## src/rtl/ecc_apb_master.sv

```systemverilog
// APB initiator that programs the ECC register file from a command stream,
// waits for operation_done and hands the result back on a response handshake.
module ecc_apb_master #(
    parameter int DATA_WIDTH      = 32,
    parameter int AMBA_ADDR_WIDTH = 20,
    parameter int AMBA_WORD       = 32,
    parameter int BASE_ADDR       = 0,
    parameter int TIMEOUT_CYCLES  = 16
) (
    input  logic                       clk,
    input  logic                       rst,
    input  logic                       cmd_valid,
    output logic                       cmd_ready,
    input  logic [1:0]                 cmd_ctrl,
    input  logic [AMBA_WORD-1:0]       cmd_data,
    input  logic [1:0]                 cmd_width,
    input  logic [AMBA_WORD-1:0]       cmd_noise,
    output logic [AMBA_ADDR_WIDTH-1:0] PADDR,
    output logic [AMBA_WORD-1:0]       PWDATA,
    output logic                       PSEL,
    output logic                       PENABLE,
    output logic                       PWRITE,
    input  logic                       operation_done,
    input  logic [DATA_WIDTH-1:0]      data_out,
    input  logic [1:0]                 num_of_errors,
    output logic                       rsp_valid,
    input  logic                       rsp_ready,
    output logic [DATA_WIDTH-1:0]      rsp_data,
    output logic [1:0]                 rsp_num_of_errors,
    output logic                       rsp_timeout
);

    localparam logic [2:0] S_IDLE      = 3'd0;
    localparam logic [2:0] S_SETUP     = 3'd1;
    localparam logic [2:0] S_ACCESS    = 3'd2;
    localparam logic [2:0] S_WAIT_DONE = 3'd3;
    localparam logic [2:0] S_RESP      = 3'd4;

    logic [2:0]           state_reg;
    logic [1:0]           idx_reg;
    logic [7:0]           cnt_reg;
    logic [1:0]           ctrl_reg;
    logic [1:0]           width_reg;
    logic [AMBA_WORD-1:0] data_reg;
    logic [AMBA_WORD-1:0] noise_reg;

    logic [AMBA_ADDR_WIDTH-1:0] seq_addr [4];
    logic [AMBA_WORD-1:0]       seq_data [4];

    // Write order DATA_IN, CODEWORD_WIDTH, NOISE, CTRL: CTRL goes last as it starts the operation.
    for (genvar gi = 0; gi < 4; gi++) begin : g_seq_addr
        localparam int OFFSET = ((gi + 1) % 4) * 4;
        assign seq_addr[gi] = AMBA_ADDR_WIDTH'(BASE_ADDR + OFFSET);
    end

    assign seq_data[0] = data_reg;
    assign seq_data[1] = AMBA_WORD'(width_reg);
    assign seq_data[2] = noise_reg;
    assign seq_data[3] = AMBA_WORD'(ctrl_reg);

    always_ff @(posedge clk) begin
        if (!rst) begin
            state_reg         <= S_IDLE;
            idx_reg           <= 2'd0;
            cnt_reg           <= 8'd0;
            ctrl_reg          <= 2'd0;
            width_reg         <= 2'd0;
            data_reg          <= '0;
            noise_reg         <= '0;
            cmd_ready         <= 1'b1;
            PADDR             <= '0;
            PWDATA            <= '0;
            PSEL              <= 1'b0;
            PENABLE           <= 1'b0;
            PWRITE            <= 1'b0;
            rsp_valid         <= 1'b0;
            rsp_data          <= '0;
            rsp_num_of_errors <= 2'd0;
            rsp_timeout       <= 1'b0;
        end else begin
            case (state_reg)
                S_IDLE: begin
                    if (cmd_valid && cmd_ready) begin
                        ctrl_reg  <= cmd_ctrl;
                        width_reg <= cmd_width;
                        data_reg  <= cmd_data;
                        noise_reg <= cmd_noise;
                        idx_reg   <= 2'd0;
                        cmd_ready <= 1'b0;
                        PSEL      <= 1'b1;
                        PENABLE   <= 1'b0;
                        PWRITE    <= 1'b1;
                        PADDR     <= seq_addr[0];
                        PWDATA    <= cmd_data;
                        state_reg <= S_SETUP;
                    end
                end
                S_SETUP: begin
                    PENABLE   <= 1'b1;
                    state_reg <= S_ACCESS;
                end
                S_ACCESS: begin
                    if (idx_reg != 2'd3) begin
                        idx_reg   <= idx_reg + 2'd1;
                        PENABLE   <= 1'b0;
                        PADDR     <= seq_addr[idx_reg + 2'd1];
                        PWDATA    <= seq_data[idx_reg + 2'd1];
                        state_reg <= S_SETUP;
                    end else begin
                        PSEL      <= 1'b0;
                        PENABLE   <= 1'b0;
                        PWRITE    <= 1'b0;
                        PADDR     <= '0;
                        PWDATA    <= '0;
                        cnt_reg   <= 8'd0;
                        state_reg <= S_WAIT_DONE;
                    end
                end
                S_WAIT_DONE: begin
                    // done is checked first so it wins on the cycle the counter expires
                    if (operation_done) begin
                        rsp_valid         <= 1'b1;
                        rsp_data          <= data_out;
                        rsp_num_of_errors <= num_of_errors;
                        rsp_timeout       <= 1'b0;
                        state_reg         <= S_RESP;
                    end else if (cnt_reg == 8'(TIMEOUT_CYCLES - 1)) begin
                        rsp_valid         <= 1'b1;
                        rsp_data          <= '0;
                        rsp_num_of_errors <= 2'd0;
                        rsp_timeout       <= 1'b1;
                        state_reg         <= S_RESP;
                    end else begin
                        cnt_reg <= cnt_reg + 8'd1;
                    end
                end
                S_RESP: begin
                    if (rsp_ready) begin
                        rsp_valid <= 1'b0;
                        cmd_ready <= 1'b1;
                        state_reg <= S_IDLE;
                    end
                end
                default: begin
                    cmd_ready <= 1'b1;
                    state_reg <= S_IDLE;
                end
            endcase
        end
    end

endmodule
```

## config.mk

```make
export PLATFORM = sky130hd
export DESIGN_NAME = ecc_apb_master
export DESIGN_NICKNAME = d
export VERILOG_FILES = /design/src/rtl/ecc_apb_master.sv
export SDC_FILE = /design/constraint.sdc
export NUM_CORES = 1
export LEC_CHECK = 0
export ABC_CLOCK_PERIOD_IN_PS = 1900
export BUFFER_PORTS_ARGS = -buffer_cell sky130_fd_sc_hd__buf_4
export CORE_ASPECT_RATIO = 1.5
export CORE_MARGIN = 2
export CORE_UTILIZATION = 46
export CTS_CLUSTER_DIAMETER = 50
export CTS_CLUSTER_SIZE = 28
export DETAILED_ROUTE_END_ITERATION = 8
export GPL_TIMING_DRIVEN = 0
export PLACE_DENSITY = 0.76
export SLEW_MARGIN = 30
export SYNTH_ARGS = -nofsm -noshare
export SYNTH_HDL_FRONTEND = slang
export SYNTH_SLANG_ARGS = --single-unit
```

## constraint.sdc

```tcl
create_clock -name clk -period 1.9 [get_ports clk]
set_input_delay 0.38 -clock clk [delete_from_list [all_inputs] [get_ports clk]]
set_output_delay 0.38 -clock clk [all_outputs]
set_load 0.02 [all_outputs]
```

After elaboration in Yosys (flattened, before gate mapping):

Cells that the tools add are included.

* register bits: 172
* word-level logic and storage cells: 93
* bits of input ports: 107
* output and inout port bits: 92

* $lt $le $gt $ge: 1
* $add $sub $neg: 2
* reductions and logical operators: 18
* mux-type cells: 41
* eq/ne operators: 13
* bitwise gates (word level): 2

Operators by type and width (count)
* 32-bit two-way mux: 6
* 20-bit two-way mux: 4
* 32-bit binary-select mux with 2-bit select: 1
* 32-bit one-hot mux with 2 select lines: 1
* 20-bit binary-select mux with 2-bit select: 1
* 20-bit one-hot mux with 2 select lines: 1
* 8-bit two-way mux: 3
* 8-bit one-hot mux with 2 select lines: 1
* 3-bit one-hot mux with 5 select lines: 1
* 3-bit AND reduction: 5
* 2-bit inequality test, second input constant: 7
* 3-bit two-way mux: 4
* 2-bit two-way mux: 5
* 8-bit by 1-bit adder with 8-bit output, second input constant: 1
* 8-bit by 4-bit equality test with 1-bit output, second input constant: 1
* 1-bit two-way mux: 8
* 2-bit AND reduction: 4
* 2-bit nonzero test: 4
* 3-bit by 2-bit equality test with 1-bit output, second input constant: 2
* 1-bit one-hot mux with 3 select lines: 2
* 1-bit one-hot mux with 2 select lines: 2
* 2-bit one-hot mux with 2 select lines: 1
* 4-bit AND reduction: 1
* 3-bit by 1-bit equality test with 1-bit output, second input constant: 1
* 10 further kinds: 10

Longest topological paths before layout:

Gate-level depths: netlist of the first run.

* depth after elaboration: 7
* depth in mapped cells: 8
* mapped depth without buffers: 6

Least setup slack after synthesis of the first run:

No wires, ideal clock.

* path type: reg-to-reg
* start point: register idx_reg[0]
* end point: register PWDATA[15]
* setup time: 128 ps
* required time: 1772 ps
* data arrival time: 1867 ps
* cell stages (with the launch flop): 7
* path slack: -94 ps
* period minus slack after synthesis: 1994 ps
* path buffers: 2
* cells stage by stage: dfxtp_1 ha_1 buf_2 clkbuf_1 mux2_2 a222oi_1 nor2_1

* cells in the longest elaborated chain, start to end: 7
* elaborated cells between the ends (all ways): 8
* classes of those cells: add/sub (1); eq/ne (1); mux (5); bitwise (1)

RTL lines
* start, declared: line 40 `logic [1:0] idx_reg;`
* start signal, assigned: line 104 `idx_reg <= idx_reg + 2'd1;`
* 2-bit by 1-bit adder with 2-bit output: line 107 `PWDATA <= seq_data[idx_reg + 2'd1];`
* 2-bit NOT with 3-bit output (not written as such): line 107
* 32-bit binary-select mux with 2-bit select: line 107
* 32-bit two-way mux (not written as such) (2 in a row): line 107
* 32-bit two-way mux (*): line 103 `if (idx_reg != 2'd3) begin`
* 32-bit one-hot mux with 2 select lines (*): line 81 `case (state_reg)`
* end signal, assigned: line 94 `PWDATA <= cmd_data;`
* end signal, assigned: line 107
* end, declared: line 19 `output logic [AMBA_WORD-1:0] PWDATA,`

Mark *: on every way between the ends. The rest lies on a longest branch, timed or not. The select of a mux whose other input is x is not followed.
A chain may end at the register's enable or synchronous reset.

Worst setup path in the final report of the first run:

* start point: register idx_reg[1]
* end point: register PWDATA[15]

The elaborated chain is that of the path after synthesis.

==> summary.md, run 1 <==
| Metric | Value |
|---|---|
| Area Overhead vs Synth | `37.1%` |
| Ys async rst share | `0%` |
| Hold Path Class | `in2reg` |
| Worst slew pin tran | `about 0.65 ns` |
| Row count | `52` |
| Die width | `99.0 µm` |
| Post-synth top area cell | `dfxtp_1` |
| Vias per Instance | `5.38` |
| Relative slew slack | `56.5%` |
| Pwr/cell area | `959 mW/mm²` |
| Post-route DRC | `0` |
| Final setup fails | `0` |
| Via count | `5,978` |
| Largest net degree at the start of global routing | `17` |
| CP max FO | `10` |
| PortBufs | `180` |
| Worst setup SP type | `flip-flop` |
| Synth Instances | `718` |
| Clock Sinks | `154` |
| Yosys top cell area share | `about half` |
| Final Skew | `0.00938 ns` |
| Die area | `0.0145 mm²` |
| Critical path class | `reg2reg` |
| Synth cell types | `48` |
| CTS Buf Count | `17` |
| Skew-Pair Late Insertion Delay | `0.43 ns` |
| Post-Place Setup Slack | `-0.293 ns` |
| Seq/Total Area, Yosys | `49.5%` |
| Initial antenna violation count | `0` |
| Worst setup EP type | `flip-flop` |
| Max-Cap Viols | `0` |
| Critical path arrival | `2.12 ns` |
| R2R setup slack | `approximately 0.08 ns` |
| Synth cell count leaders | `nand2_1, dfxtp_1, a21oi_1` |
| GRT overflow | `0` |
| Area contributors post-synth | `dfxtp_1, nand2_1, a21oi_1` |
| Post-CTS Hold Buffers | `0` |
| Post-synth top flop | `dfxtp_1` |
| Routed WL | `18,300 µm` |
| Clock Root Buffer | `clkbuf_16` |
| ANT nets after route | `0` |
| GRT Util Overall | `24.5%` |
| Final Cell Area | `roughly 0.0085 mm²` |
| Nets | `1,047` |
| Slew Limit Fails | `0` |
| Peak Freq | `550 MHz` |
| Yosys warns | `0` |
| CTS H-tree depth | `4` |
| Clk buf depth | `2` |
| Share of cells above drive strength 1 | `33.5%` |
| Outcome | `finished clean` |
| Required time worst endpoint | `2.20 ns` |
| Number of flops mapped to enable cells by yosys | `0` |
| Routed WL per cell | `16.5 µm` |
| Minimum clock period | `between 1.5 and 2 ns` |
| DP HPWL | `13,400 µm` |
| Boundary pin count | `199` |
| Leakage | `around 0.0037 µW` |
| Initial DRC count | `319` |
| Final period utilization | `95.8%` |
| Flops & latches, synth | `154` |
| Final cell utilization of the core | `about 64%` |
| Initial Util | `46.7%` |
| Core ar. | `between 0.01 and 0.015 mm²` |
| Placed Area | `0.00785 mm²` |
| Most frequent cell after synthesis | `nand2_1` |
| Worst setup margin | `0.0806 ns` |
| # diodes | `0` |
| Die Y | `147 µm` |
| First-pass GRT wire length | `roughly 28,000 µm` |
| Synthesized area | `0.00623 mm²` |
| Synthesized area per cell | `8.68 µm²` |
| Worst vdd ir | `590 µV` |
| Via count of the first global-routing pass | `about 5,700` |
| Fin. Hold Viols | `0` |
| Clock Pin Slew Worst Setup and Hold Paths | `0.07 ns` |
| CTS tree | `done` |
| Global placer's final weighted congestion | `~0.85` |
| First-pass DRT Iterations | `5` |
| RSZ-0062 raised after global routing | `true` |
-- metrics by stage --
stage	setup TNS, ns	power, µW	hold slack (ns)	cells
2_1_floorplan	0	4360	0.433	735
4_1_cts	0	8180	0.149	1108
3_5_place_dp	-6.21	4940	0.445	1077
3_3_place_gp	-5.78	4920	0.438	1077
6_report	0	8200	0.149	1112
5_1_grt	-0.108	8510	0.147	1112
-- final timing paths --
path / start / to / cells past startpoint
min: operation_done / rsp_timeout / 2
min reg2reg: data_reg[8] / data_reg[8] / 2
max reg2reg: idx_reg[1] / PWDATA[15] / 7
max: idx_reg[1] / PWDATA[15] / 7
-- logic make-up after synthesis --
| logic type | Yosys count | share of synthesized area, % |
|---|---|---|
| AND/OR/NAND/NOR | 231 | 15.7 |
| AO/OA/AOI/OAI | 213 | 20.8 |
| flip-flops | 154 | 49.5 |
| buffers and inverters | 82 | 6.89 |
| multiplexers | 33 | 6.28 |
| adder cells (fa/ha/maj) | 3 | 0.602 |
| other | 1 | 0.0602 |
| XOR/XNOR | 1 | 0.141 |
-- area by class of cell --
type                            count  area [µm²]
Inverter                            5        18.8
Tap cell                          162         203
Clock buffer                       18         439
Timing Repair Buffer              184        1380
Multi-Input combinational cell    499        2830
Clock inverter                     14         128
Fill cell                        1140        4790
Buffer                             76         462
Sequential cell                   154        3090
-- placed cells by master, fill, tap and decap left out, types with 3 or more instances in the layout --
master	n
nand3_1	8
a222oi_1	6
clkbuf_16	18
nor3_1	4
nand4_1	4
clkbuf_2	5
clkinv_4	3
a22o_1	34
nor2_1	19
clkbuf_1	22
buf_4	209
nand2b_1	4
inv_1	4
inv_6	6
a21oi_1	105
conb_1	18
o22ai_1	3
or3_1	3
nand2_1	172
buf_6	4
inv_8	3
o21ai_0	50
buf_2	17
dfxtp_1	152
mux2_2	29
-- critical path: stages (launching register included) --
cell	delay (ns)
dfxtp_2	0.34
inv_1	0.06
ha_4	0.26
buf_6	0.12
clkbuf_16	0.17
mux2_2	0.34
a222oi_1	0.31
nor2_1	0.08
-- power breakdown --
| part | leakage, µW | total (µW) | internal, µW | switching, µW |
|---|---|---|---|---|
| logic | 0.00217 | 1360 | 587 | 774 |
| clock network | 0.000275 | 3260 | 1760 | 1500 |
| registers | 0.00126 | 3570 | 3450 | 127 |
-- timing repair --
item                       4_1_cts  5_1_grt
buffers inserted                 0        4
pin swaps                        0        3
hold endpoints to repair         0        0
resized for setup               18       16
setup endpoints to repair       57       56
-- routing by layer --
layer | part of all wire, % | vias to the layer above | GRT usage [%]
li1 | - | 2898 | -
met1 | 37 | 2751 | 26.9
met2 | 50 | 270 | 42.5
met3 | 8.4 | 59 | 6.61
met4 | 4.4 | 0 | 12.9
met5 | 0 | - | 0
Power figures use the tool's default switching activity.
==> inputs of run 2 (changes only) <==
--- a/config.mk
+++ b/config.mk
@@ -5,6 +5,7 @@
 export SDC_FILE = /design/constraint.sdc
 export NUM_CORES = 1
 export LEC_CHECK = 0
+export ABC_AREA = 1
 export ABC_CLOCK_PERIOD_IN_PS = 1900
 export BUFFER_PORTS_ARGS = -buffer_cell sky130_fd_sc_hd__buf_4
 export CORE_ASPECT_RATIO = 1.5
@@ -14,7 +15,7 @@
 export CTS_CLUSTER_SIZE = 28
 export DETAILED_ROUTE_END_ITERATION = 8
 export GPL_TIMING_DRIVEN = 0
-export PLACE_DENSITY = 0.76
+export PLACE_DENSITY = 0.86
 export SLEW_MARGIN = 30
 export SYNTH_ARGS = -nofsm -noshare
 export SYNTH_HDL_FRONTEND = slang
==> summary.md, run 2 <==
| Metric | Value |
|---|---|
| Required time worst endpoint | `2.27 ns (+0.07 ns)` |
| CTS H-tree depth | `4 (unchanged)` |
| Relative slew slack | `57.8% (+1.4 points)` |
| Area contributors post-synth | `dfxtp_1, nand2_1, a21oi_1` |
| Pwr/cell area | `981 mW/mm² (+2.3%)` |
| Slew Limit Fails | `0 (unchanged)` |
| Die area | `0.0153 mm² (+5.1%)` |
| First-pass GRT wire length | `29,700 µm (+5.2%)` |
| Final setup fails | `0 (unchanged)` |
| Critical path class | `reg2reg` |
| Max-Cap Viols | `0 (unchanged)` |
| Nets | `1,232 (+18%)` |
| Peak Freq | `557 MHz (+1.4%)` |
| Post-synth top area cell | `dfxtp_1` |
| Yosys warns | `0 (unchanged)` |
| # placed instances | `1,295 (+20%)` |
| Die width | `102 µm (+2.5%)` |
| CP Cell Sequence | `inv_1 > ha_1 > buf_2 > clkbuf_4 > nand2_1 > o21ai_0 > nand2_1 > o21ai_1 > nand2_1 > inv_1` |
| Number of flops mapped to enable cells by yosys | `0 (unchanged)` |
| Die Y | `150 µm (+2.5%)` |
| Final period utilization | `94.5% (-1.3 points)` |
| Worst Path Buf+Inv | `4 (+1)` |
| Share of cells above drive strength 1 | `24.1% (-9.4 points)` |
| Crit path from | `idx_reg[1]` |
| Global placer's final weighted congestion | `0.916 (+7.9%)` |
| Initial antenna violation count | `0 (unchanged)` |
| Slowest cell on crit path | `dfxtp_1` |
| CP max FO | `10 (unchanged)` |
| Crit-path max cell delay | `0.35 ns (about the same)` |
| Final Cell Area | `0.00882 mm² (+3.2%)` |
| Worst vdd ir | `643 µV (+9.1%)` |
| Yosys top cell area share | `47.0% (-2.5 points)` |
| Commonest non-fill, non-tap cells in the layout | `buf_4, nand2_1, dfxtp_1` |
| Skew-Pair Late Insertion Delay | `0.42 ns (about the same)` |
| PortBufs | `180 (unchanged)` |
| # diodes | `0 (unchanged)` |
| Vias per Instance | `5.07 (-5.7%)` |
| Synthesized area | `0.00656 mm² (+5.3%)` |
| CTS Buf Count | `17 (unchanged)` |
| Largest net degree at the start of global routing | `17 (unchanged)` |
| Synth cell types | `32 (-33%)` |
| Hold_ws | `0.215 ns (+0.0660 ns)` |
| DP HPWL | `14,700 µm (+9.2%)` |
| CTS tree | `done` |
| Initial DRC count | `330 (+3.4%)` |
| Synthesized area per cell | `7.24 µm² (-17%)` |
| Synth Instances | `906 (+26%)` |
| Leakage | `0.00395 µW (+6.7%)` |
| Clock Sinks | `154 (unchanged)` |
| Clock Root Buffer | `clkbuf_16` |
| Minimum clock period | `1.79 ns (-0.0245 ns)` |
| Tot Pwr | `8660 µW (+5.6%)` |
| RSZ-0062 raised after global routing | `true` |
| Worst setup EP type | `flip-flop` |
| Routed WL | `19,300 µm (+5.3%)` |
| Via count of the first global-routing pass | `6,332 (+11%)` |
| Fin cells | `1,327 (+19%)` |
| Flops & latches, synth | `154 (unchanged)` |
| Final Skew | `0.00988 ns (+0.000499 ns)` |
| Synth cell count leaders | `nand2_1, dfxtp_1, nor2_1` |
| Placed Area | `0.00822 mm² (+4.6%)` |
| Row count | `53 (+1.9%)` |
| Core ar. | `0.0140 mm² (+4.9%)` |
| Most frequent cell on the critical path | `nand2_1` |
| Via count | `6,728 (+13%)` |
| Post-route DRC | `0 (unchanged)` |
| Commonest non-fill, non-tap cell in the layout | `buf_4` |
| Critical path arrival | `2.16 ns (+0.04 ns)` |
| Initial Util | `46.9% (+0.16 points)` |
| ANT nets after route | `0 (unchanged)` |
| Clk buf depth | `2 (unchanged)` |
| Fin. Hold Viols | `0 (unchanged)` |
| Post-synth top flop | `dfxtp_1` |
| RR Startpoint | `idx_reg[1]` |
| Boundary pin count | `199 (unchanged)` |
| GRT Util Overall | `25.0% (+0.53 points)` |
| Most frequent cell after synthesis | `nand2_1` |
| Routed WL per cell | `14.6 µm (-12%)` |
| Ys async rst share | `0% (unchanged)` |
| Hold Path Origin | `data_out[25]` |
| Outcome | `finished clean` |
| Worst setup SP type | `flip-flop` |
| GRT overflow | `0 (unchanged)` |
| Seq/Total Area, Yosys | `47.0% (-2.5 points)` |
| Top delay family on crit path | `buffers and inverters` |
| Hold Path Class | `in2reg` |
| Worst slew pin tran | `0.630 ns (-0.0227 ns)` |
| Area Overhead vs Synth | `34.5%` |
| Clock Pin Slew Worst Setup and Hold Paths | `0.06 ns (about the same)` |
| First-pass DRT Iterations | `5 (unchanged)` |
==> run 2: worst paths after layout <==
kind | end | slack [ns] | cells after the start
hold / removal | rsp_data[25] | 0.22 | 3
hold reg to reg | noise_reg[10] | 0.45 | 2
setup reg to reg | PWDATA[24] | 0.11 | 10
setup / recovery | PWDATA[24] | 0.11 | 10
==> run 2: worst register-to-register path: stages, from the launching register on <==
cell,delay [ns]
dfxtp_1,0.35
inv_1,0.06
ha_1,0.32
buf_2,0.26
clkbuf_4,0.26
nand2_1,0.07
o21ai_0,0.09
nand2_1,0.08
o21ai_1,0.13
nand2_1,0.07
inv_1,0.05
==> run 2: where the power goes <==
group          total, µW  internal, µW  switching [µW]
combinational       1560           621             937
sequential          3640          3510             133
clock               3460          2080            1380
==> run 2: area by class of cell <==
| cell class | count | area, µm² |
|---|---|---|
| Clock buffer | 19 | 433 |
| Clock inverter | 13 | 164 |
| Fill cell | 1233 | 5170 |
| Sequential cell | 154 | 3080 |
| Tap cell | 192 | 240 |
| Inverter | 84 | 315 |
| Buffer | 73 | 417 |
| Timing Repair Buffer | 180 | 1350 |
| Multi-Input combinational cell | 612 | 2820 |
==> run 2: timing repair <==
| item | CTS | global route |
|---|---|---|
| buffers inserted | 0 | 0 |
| setup endpoints to repair | 10 | 31 |
| cloned | 0 | 0 |
| resized for setup | 2 | 9 |
| hold buffers | 0 | 0 |
==> run 2: kinds of logic after synthesis <==
group	synth area share, %
simple gates	22.5
compound gates	18.7
buf+inv	11.0
flops	47.0
fa+ha+maj	0.572
xor+xnor	0.134
other cells	0.0572
==> run 2: through the flow <==
| step | util, % | TNS (ns) | worst slack (ns) |
|---|---|---|---|
| 6_report | 63.1 | 0 | 0.105 |
| 5_1_grt | 63.1 | -0.0101 | -0.00880 |
| 4_1_cts | 63.0 | 0 | 0.0211 |
| 3_5_place_dp | 58.7 | -0.0138 | -0.0138 |
| 3_3_place_gp | 58.7 | 0 | 0.0377 |
| 2_1_floorplan | - | 0 | 0.350 |
==> run 2: routing by layer <==
layer	part of all wire (%)	track usage, %	wire length [µm]
met3	8.2	6.31	1580
met4	4.1	13.0	794
met5	0	0	0
met1	37	25.9	7090
met2	51	45.4	9860
==> inputs of run 3 (changes only) <==
--- a/config.mk
+++ b/config.mk
@@ -5,7 +5,6 @@
 export SDC_FILE = /design/constraint.sdc
 export NUM_CORES = 1
 export LEC_CHECK = 0
-export ABC_AREA = 1
 export ABC_CLOCK_PERIOD_IN_PS = 1900
 export BUFFER_PORTS_ARGS = -buffer_cell sky130_fd_sc_hd__buf_4
 export CORE_ASPECT_RATIO = 1.5
==> summary.md, run 3 (same netlist as run 1, synthesis figures left out) <==
| Metric | Value |
|---|---|
| Setup TNS | `0 ns (unchanged)` |
| Via count | `6,119 (-9.1%)` |
| Row count | `52 (-1.9%)` |
| CTS tree | `done` |
| Slew Limit Fails | `0 (unchanged)` |
| GRT overflow | `0 (unchanged)` |
| Met2 wire length | `9380 µm (-4.8%)` |
| Critical path class | `reg2reg` |
| Critical path arrival | `2.10 ns (-0.06 ns)` |
| Leakage | `0.00374 µW (-5.4%)` |
| PortBufs | `180 (unchanged)` |
| Worst setup SP type | `flip-flop` |
| Final Skew | `0.00806 ns (-0.00182 ns)` |
| Commonest non-fill, non-tap cell in the layout | `buf_4` |
| Hold Path Class | `in2reg` |
| Clock Sinks | `154 (unchanged)` |
| Final period utilization | `95.3% (+0.83 points)` |
| Area Overhead vs Synth | `38.0%` |
| Initial DRC count | `430 (+30%)` |
| # diodes | `0 (unchanged)` |
| Outcome | `finished clean` |
| Initial antenna violation count | `0 (unchanged)` |
| Final Cell Area | `0.00860 mm² (-2.5%)` |
| Routed WL | `18,500 µm (-4.4%)` |
| Clk buf depth | `2 (unchanged)` |
| Placed Area | `0.00785 mm² (-4.4%)` |
| Die Y | `147 µm (-2.5%)` |
| Die area | `0.0145 mm² (-4.8%)` |
| Worst vdd ir | `604 µV (-6.1%)` |
| Max-Cap Viols | `0 (unchanged)` |
| Largest net degree at the start of global routing | `17 (unchanged)` |
| Via count of the first global-routing pass | `5,884 (-7.1%)` |
| Worst slew pin tran | `0.693 ns (+0.0631 ns)` |
| Share of cells above drive strength 1 | `33.0% (+8.9 points)` |
| First-pass GRT wire length | `28,700 µm (-3.5%)` |
| Minimum clock period | `1.81 ns (+0.0158 ns)` |
| Post-CTS Hold Buffers | `0 (unchanged)` |
| Final setup fails | `0 (unchanged)` |
| Required time worst endpoint | `2.18 ns (-0.09 ns)` |
| Final cell utilization of the core | `64.5% (+1.4 points)` |
| CTS Buf Count | `17 (unchanged)` |
| Routed length on met3 | `1550 µm (-1.3%)` |
| Peak Freq | `552 MHz (-0.87%)` |
| Wire length on met1 | `6690 µm (-5.6%)` |
| Clock Pin Slew Worst Setup and Hold Paths | `0.06 ns (about the same)` |
| Clock Root Buffer | `clkbuf_16` |
| Commonest non-fill, non-tap cells in the layout | `buf_4, nand2_1, dfxtp_1` |
| Nets | `1,046 (-15%)` |
| CTS H-tree depth | `4 (unchanged)` |
| Die width | `99.0 µm (-2.4%)` |
| Fin. Hold Viols | `0 (unchanged)` |
| Relative slew slack | `53.8% (-4.0 points)` |
| Global placer's final weighted congestion | `0.881 (-3.8%)` |
| ANT nets after route | `0 (unchanged)` |
| DP HPWL | `13,300 µm (-9.6%)` |
| Initial Util | `46.7% (-0.16 points)` |
| Core ar. | `0.0133 mm² (-4.7%)` |
| Vias per Instance | `5.51 (+8.6%)` |
| Tot Pwr | `8620 µW (-0.47%)` |
| Skew-Pair Late Insertion Delay | `0.43 ns (about the same)` |
| Routed WL per cell | `16.6 µm (+14%)` |
| Pwr/cell area | `1000 mW/mm² (+2.1%)` |
| CP max FO | `10 (unchanged)` |
| Boundary pin count | `199 (unchanged)` |
| Worst setup EP type | `flip-flop` |
| GRT Util Overall | `24.6% (-0.39 points)` |
| Post-route DRC | `0 (unchanged)` |
| First-pass DRT Iterations | `5 (unchanged)` |
| Hold_ws | `0.148 ns (-0.0673 ns)` |
| Max layer used | `met4` |
## run 3: cell count changes in the layout (fill, tap and decap cells not counted), moves of 9 or more
| cell | previous run | this run |
|---|---|---|
| o21ai_1 | 19 | 0 |
| nand3_1 | 55 | 7 |
| nor2_1 | 111 | 19 |
| inv_1 | 77 | 4 |
| o21ai_0 | 78 | 50 |
| a22o_1 | 0 | 34 |
| mux2_2 | 0 | 29 |
| o21a_1 | 23 | 0 |
| nand2_1 | 182 | 172 |
| a21oi_1 | 96 | 105 |
## run 3: report_power, final
group / internal (µW) / switching (µW)
Combinational: 581 / 773
Clock: 2300 / 1380
Sequential: 3450 / 132
## run 3: final cells by class
class / instances / area (µm²)
Fill cell: 1063 / 4740
Sequential cell: 154 / 3090
Multi-Input combinational cell: 499 / 2810
Timing Repair Buffer: 183 / 1370
Buffer: 76 / 464
Clock buffer: 21 / 460
Tap cell: 162 / 203
Clock inverter: 11 / 184
Inverter: 5 / 18.8
## run 3: repair_timing
| action | 4_1_cts | 5_1_grt |
|---|---|---|
| pin swaps | 0 | 2 |
| setup buffers | 0 | 3 |
| endpoints found under the setup margin | 47 | 69 |
| gates resized for setup | 11 | 21 |
## run 3: through the flow
stage / instances / setup slack, ns
2_1_floorplan: 735 / 0.0448
3_3_place_gp: 1077 / -0.211
3_5_place_dp: 1077 / -0.223
4_1_cts: 1109 / 0.00386
5_1_grt: 1111 / -0.00966
6_report: 1111 / 0.0892
## run 3: final timing paths
check | startpoint | to | slack [ns] | depth (start not counted)
min reg2reg | noise_reg[22] | noise_reg[22] | 0.45 | 2
max reg2reg | state_reg[0] | data_reg[8] | 0.09 | 7
min | operation_done | rsp_timeout | 0.15 | 2
max | state_reg[0] | data_reg[8] | 0.09 | 7
## run 3: metal layers
layer	vias to the layer above	global-route usage, %
met5	-	0
met4	0	14.0
met3	75	5.98
met2	346	43.4
met1	2806	26.3
li1	2892	-
## run 3: worst max-delay path, stage by stage (launching register included)
cell and delay, ns:
dfxtp_1 0.29, buf_2 0.18, nor4b_4 0.34, nand2_2 0.20, buf_2 0.23, clkbuf_2 0.22
nand2_1 0.13, a21oi_1 0.08
